File: src/rtl/pri_enc_drain.sv
// Sequential priority encoder: accepts a multi-hot word, emits one index per set bit (LSB first;
// MSB first when PRI_ENC_MSB_FIRST_EN is defined). First beat one cycle after accept, then 1 beat/cycle.
// Backpressure: out_ready=0 holds the beat stable; a new word is accepted only as the last beat leaves.
module pri_enc_drain #(
  parameter int N  = 8,
  parameter int IW = 3
) (
  input  logic          clk,
  input  logic          rst_n,
  input  logic          en,
  input  logic          in_valid,
  output logic          in_ready,
  input  logic [N-1:0]  in_bits,
  output logic          out_valid,
  input  logic          out_ready,
  output logic [IW-1:0] out_idx,
  output logic          out_last,
  output logic          out_zero,
  output logic          busy
);

  typedef enum logic {IDLE, DRAIN} state_t;

  state_t         state, state_nxt;
  logic [N-1:0]   pending, pending_nxt;
  logic           zero_flag, zero_nxt;
  logic [IW-1:0]  idx;
  logic           one_hot;
  logic           beat_xfer;
  logic           accept;

  // The last matching assignment in the loop wins, which selects the priority end.
  always_comb begin
    idx = '0;
`ifdef PRI_ENC_MSB_FIRST_EN
    for (int i = 0; i < N; i++) begin
      if (pending[i]) idx = IW'(i);
    end
`else
    for (int i = N - 1; i >= 0; i--) begin
      if (pending[i]) idx = IW'(i);
    end
`endif
  end

  assign one_hot   = (pending != '0) && ((pending & (pending - N'(1))) == '0);

  assign out_valid = (state == DRAIN);
  assign busy      = (state == DRAIN);
  assign out_idx   = idx;
  assign out_last  = (state == DRAIN) && (one_hot || zero_flag);
  assign out_zero  = (state == DRAIN) && zero_flag;

  assign beat_xfer = out_valid && out_ready;
  assign in_ready  = en && ((state == IDLE) || (beat_xfer && out_last));
  assign accept    = in_valid && in_ready;

  always_comb begin
    state_nxt   = state;
    pending_nxt = pending;
    zero_nxt    = zero_flag;
    if (beat_xfer) begin
      pending_nxt = pending & ~(N'(1) << idx);
      if (out_last) begin
        state_nxt = IDLE;
        zero_nxt  = 1'b0;
      end
    end
    // A same-cycle accept overrides the return to IDLE, giving bubble-free words.
    if (accept) begin
      pending_nxt = in_bits;
      zero_nxt    = (in_bits == '0);
      state_nxt   = DRAIN;
    end
  end

  always_ff @(posedge clk or negedge rst_n) begin
    if (!rst_n) begin
      state     <= IDLE;
      pending   <= '0;
      zero_flag <= 1'b0;
    end else begin
      state     <= state_nxt;
      pending   <= pending_nxt;
      zero_flag <= zero_nxt;
    end
  end

endmodule

File: config.mk
export PLATFORM = sky130hd
export DESIGN_NAME = pri_enc_drain
export DESIGN_NICKNAME = d
export VERILOG_FILES = /design/src/rtl/pri_enc_drain.sv
export SDC_FILE = /design/constraint.sdc
export NUM_CORES = 1
export LEC_CHECK = 0
export ABC_AREA = 1
export CORE_MARGIN = 10
export CORE_UTILIZATION = 40
export CTS_CLUSTER_SIZE = 14
export DETAILED_ROUTE_END_ITERATION = 16
export PLACE_DENSITY = 0.72
export SETUP_SLACK_MARGIN = 0.3
export SLEW_MARGIN = 40
export SYNTH_ARGS = -nofsm -noshare
export SYNTH_HDL_FRONTEND = slang
export SYNTH_SLANG_ARGS = --single-unit
File: constraint.sdc
create_clock -name clk -period 1.7 [get_ports clk]
set_input_delay 0.255 -clock clk [delete_from_list [all_inputs] [get_ports clk]]
set_output_delay 0.255 -clock clk [all_outputs]
set_load 0.01 [all_outputs]
### Yosys cells after proc, flatten, opt, wreduce, memory -nomap -nowiden

Index checks and enable logic that the tools add are counted.

* flip-flop bits (word level): 10
* input port bits: 13
* output and inout bits: 8
* word-level logic and storage cells: 38

* $add $sub $neg: 1
* shift operators: 1
* multiplexer cells: 14
* bitwise gates (word level): 4
* reduce and logical (&&, ||, !) cells: 15

Operators by type and width (number)
* $mux W3: 8
* $and A8 B8 Y8: 2
* $logic_not A8 Y1: 2
* $mux W8: 2
* $not A8 Y8: 1
* $reduce_bool A8 Y1: 1
* $shl A1 B3 Y8 const A: 1
* $sub A8 B1 Y8 const B: 1
* $logic_and A1 B1 Y1: 7
* $mux W1: 4
* $reduce_bool A2 Y1: 2
* $logic_or A1 B1 Y1: 2
* $reduce_and A2 Y1: 1
* $not A1 Y1: 1

### Longest topological paths before layout

* word-level depth: 13
* gate-level depth with buffers: 13
* depth with buffers taken out: 13

### Worst setup path before layout

Ideal clock, no wire load.

* path kind: reg2reg
* start point: register state, in the netlist busy
* end point: register pending[0]
* data arrival time: 1.647 ns
* required time: 1.633 ns
* setup slack: -0.014 ns
* cell stages (with the launch flop): 10
* clock period less this slack: 1.714 ns
* cells stage by stage: dfrtp_1 > a21boi_0 > nand3_1 > nor2_1 > nand3_1 > nand2_1 > nand2_1 > a21boi_1 > nand3_1 > nand2_1

* cells in the longest elaborated chain, start to end: 6

Ends and longest elaborated chain
* from (decl): line 24 `state_t state, state_nxt;`
* from (signal assigned): line 83 `state <= state_nxt;`
* $logic_and A1 B1 Y1 *: line 51 `assign out_last = (state == DRAIN) && (one_hot || zero_flag);`
* net out_last: line 17 `output logic out_last,`
* $logic_and A1 B1 Y1 *: line 55 `assign in_ready = en && ((state == IDLE) || (beat_xfer && out_last));`
* $logic_or A1 B1 Y1 *: line 55
* $logic_and A1 B1 Y1 *: line 55
* net in_ready: line 12 `output logic in_ready,`
* $logic_and A1 B1 Y1 *: line 56 `assign accept = in_valid && in_ready;`
* $mux W8 / $reduce_bool A2 Y1 (equally long branches)
* to (signal assigned): line 84 `pending <= pending_nxt;`
* to (decl): line 25 `logic [N-1:0] pending, pending_nxt;`

The timed path passes the listed nets; every way through them passes the cells marked *.
A chain may end at the register's enable or synchronous reset.

### Worst setup path after layout

* start point: register pending[1]
* end point: output in_ready

* cells in the longest elaborated chain, start to end: 9

Ends and longest elaborated chain
* $sub A8 B1 Y8: line 46 `assign one_hot = (pending != '0) && ((pending & (pending - N'(1))) == '0);`
* $and A8 B8 Y8: line 46
* $logic_not A8 Y1: line 46
* $logic_and A1 B1 Y1 *: line 46
* $logic_or A1 B1 Y1 *: line 51
* $logic_and A1 B1 Y1 *: line 51
* $logic_and A1 B1 Y1 *: line 55
* $logic_or A1 B1 Y1 *: line 55
* $logic_and A1 B1 Y1 *: line 55
* to (decl): line 12

Every way passes the cells marked *; elsewhere a longest branch is shown, timed or not.

==> results <==
==> area by class of cell <==
cell class,instances,area (um2)
repair buffers,48,411.6
inverters,17,63.81
flip-flops and latches,10,251.5
fillers,103,340.3
multi-input cells,77,452.9
well taps,16,20.02
clock buffers,4,36.28
==> logic make-up after synthesis <==
logic type	after synthesis
AO/OA/AOI/OAI	15
buffers and inverters	19
flip-flops	10
AND/OR/NAND/NOR	61
==> synthesized netlist by cell type <==
master | instances | area share [%]
buf_6 | 1 | 1.6
nand2_1 | 28 | 15
nand4_1 | 1 | 0.90
o22ai_1 | 1 | 0.90
inv_1 | 17 | 9.2
nor4_1 | 1 | 0.90
buf_4 | 1 | 1.1
a21boi_1 | 1 | 1.1
o21ai_2 | 4 | 5.1
nand3_2 | 1 | 1.4
a21oi_1 | 5 | 3.6
o21ai_0 | 3 | 2.2
a21boi_0 | 1 | 1.1
nor2_1 | 13 | 7.1
nand2_2 | 1 | 0.90
nand3_1 | 16 | 12
dfrtp_1 | 10 | 36
==> path summary, 6_finish.rpt <==
kind / from / endpoint / slack (ns) / cells after the start
setup / recovery: pending[1] / in_ready / -0.30 / 9
setup reg to reg: pending[1] / pending[1] / -0.19 / 13
max in group asynchronous: rst_n / busy / 1.09 / 1
hold reg to reg: zero_flag / zero_flag / 0.55 / 2
hold / removal: rst_n / zero_flag / 0.29 / 1
min in group clk: zero_flag / zero_flag / 0.55 / 2
==> power by group through the flow <==
stage               Combinational, mW  Clock [mW]  Sequential [mW]
floorplan                       0.658           0            0.432
global placement                 1.40           0            0.407
detailed placement               1.42           0            0.415
CTS                              1.53       0.213            0.407
global route                     1.78       0.232            0.424
finish                           1.64       0.220            0.416
==> through the flow <==
stage          worst slack (ns)  hold WS [ns]  area [um2]
3_3_place_gp            -0.3656        0.4933        1084
3_5_place_dp            -0.3945        0.4994        1084
6_report                -0.2985        0.2872        1236
5_1_grt                 -0.4328        0.3259        1236
2_1_floorplan            0.1080      -0.04059       716.9
4_1_cts                 -0.2590        0.3145        1204
==> registers in the layout, indices dropped and copies added (netlist names) <==
name       cells
busy           1
pending        8
zero_flag      1
==> per-layer routing <==
layer  routed length, um  global-route usage (%)  vias to the layer above  share of wire, %
met4                  75                   7.643                        0               3.2
met2                1166                   21.67                       30                50
li1                    -                       -                      440                 -
met5                   0                       0                        -                 0
met1                 975                   15.51                      399                42
met3                  93                   2.263                        9               4.0
==> layout by cell type, fill, tap and decap left out <==
cell type,synthesis,final
clkdlybuf4s15_2,0,2
a21boi_1,1,1
nand3_2,1,4
nand3_1,16,12
o22ai_1,1,1
dlygate4sd2_1,0,2
a21oi_2,0,1
buf_6,1,5
o21ai_2,4,4
nand2_2,1,8
nor4_1,1,1
inv_2,0,1
inv_1,17,16
dfrtp_1,10,9
nand2_8,0,1
clkdlybuf4s50_1,0,12
nand3_4,0,2
nand2_1,28,20
a21boi_2,0,1
a21oi_1,5,4
nor2_1,13,10
nand4_1,1,1
buf_4,1,24
buf_2,0,2
o21ai_0,3,3
nor2_2,0,3
clkbuf_4,0,3
clkbuf_8,0,1
clkbuf_2,0,1
dfrtp_2,0,1
==> what timing repair did <==
item	CTS	global route
pin swaps	8	4
hold buffers	0	0
setup buffers	4	2
gates resized for setup	36	7
endpoints found under the setup margin	18	18
gates cloned	1	0
==> critical path, stage by stage (launching register included) <==
cell	delay, ns
dfrtp_1	0.41
buf_4	0.15
a21boi_1	0.13
nand3_1	0.10
nor2_1	0.12
nand3_1	0.09
nand2_2	0.08
nand2_2	0.08
a21boi_2	0.16
buf_2	0.15
==> impl_metrics.tcl <==
set metrics [dict create \
    yosysWarnings 0 \
    die_height_um 61.59 \
    synth_compound_area_share_pct 13.92 \
    nNetsFinal 170 \
    clkPwrFrac_pct 9.7 \
    vias_per_cell 5.105 \
    layout-drive-gt1-share_pct 41.03 \
    min_path_type "in2async" \
    fmax_ghz 0.5004 \
    cp.arrival_ns 1.74 \
    seq_area_frac_synth_pct 36.17 \
    antenna_cells 0 \
    synthMuxAreaShare_pct 0 \
    critPathKind "reg2out" \
    hpwlAfterDp_um 1716 \
    clkTransAtPathRegs_ns 0.07 \
    dr_total_vias 878 \
    drc 0 \
    start_util_pct 43.89 \
    clkSinkCount 10 \
    fin_ws_ns -0.2985 \
    routabilityCongestion 0.8889 \
    cts_buffers 3 \
    period_needed_ns 1.998 \
    clock-root-buffer "clkbuf_4" \
    relSlewSlack_pct 70.91 \
    leakagePower_nw 0.6452 \
    tightest_slew_ns 0.4350 \
    period_share_pct 117.6 \
    drv_cap 0 \
    hold_viol 0 \
    grt_pass1_wl_um 3705 \
    seq_power_share_pct 18.3 \
    area_growth_pct 78.66 \
    fp-row-count 14 \
    power_density_nw_per_um2 1839 \
    synthCells 105 \
    overflow 0 \
    fin_tns_setup_ns -2.349 \
    grt_usage_pct 13.10 \
    rsz0062_at_grt "yes" \
    finalClockSkew_ns 0.001601 \
    crit_path_start_kind "flip-flop" \
    antenna_found_initial 0 \
    grt_pass1_vias 860 \
    core_region_area_um2 1577 \
    synth_area_per_cell_um2 6.590 \
    ys_types 17 \
    p_switching_mw 0.9757 \
    wl_per_cell_um 13.44 \
    violations "setup timing" \
    comb_power_share_pct 72.1 \
    intPower_mw 1.298 \
    io_pins 21 \
    grt_max_degree 11 \
    placedCellCount 161 \
    ys_ff_latch 10 \
    cp_max_fo 3 \
    yosys.area_share.simple_pct 37.97 \
    synth_top_family_by_area "simple AND/OR/NAND/NOR gates" \
    h-tree-depth 1 \
    synth_xor_area_share_pct 0 \
    numPortBuffers 20 \
    status "complete, but fails checks" \
    crit_required_ns 1.44 \
    die_area_um2 3793 \
    drt_pass1_iterations 4 \
    vdd.ir_drop.worst_mv 1.148 \
    worst_setup_path_end_kind "output port" \
    ant_nets 0 \
    cts_buffer_depth 2 \
    die_x_um 61.59 \
    routed_wl_um 2311 \
    finalNonFillerCells 172 \
    dr.first_iter.drc_count 13 \
    fin_util_pct 78.41 \
    clock_latency_ns 0.27 \
    switching_share_pct 42.92 \
    report.final.slew_viol_count 0 \
    netlist_area_um2 691.9 \
    p_total_mw 2.273 \
    synth_nets 118 \
    cts_tree "done" \
    setup_viol 14 \
    synth_fa_ha_area_share_pct 0 \
]
No activity file was read; power rests on OpenSTA's default activity.
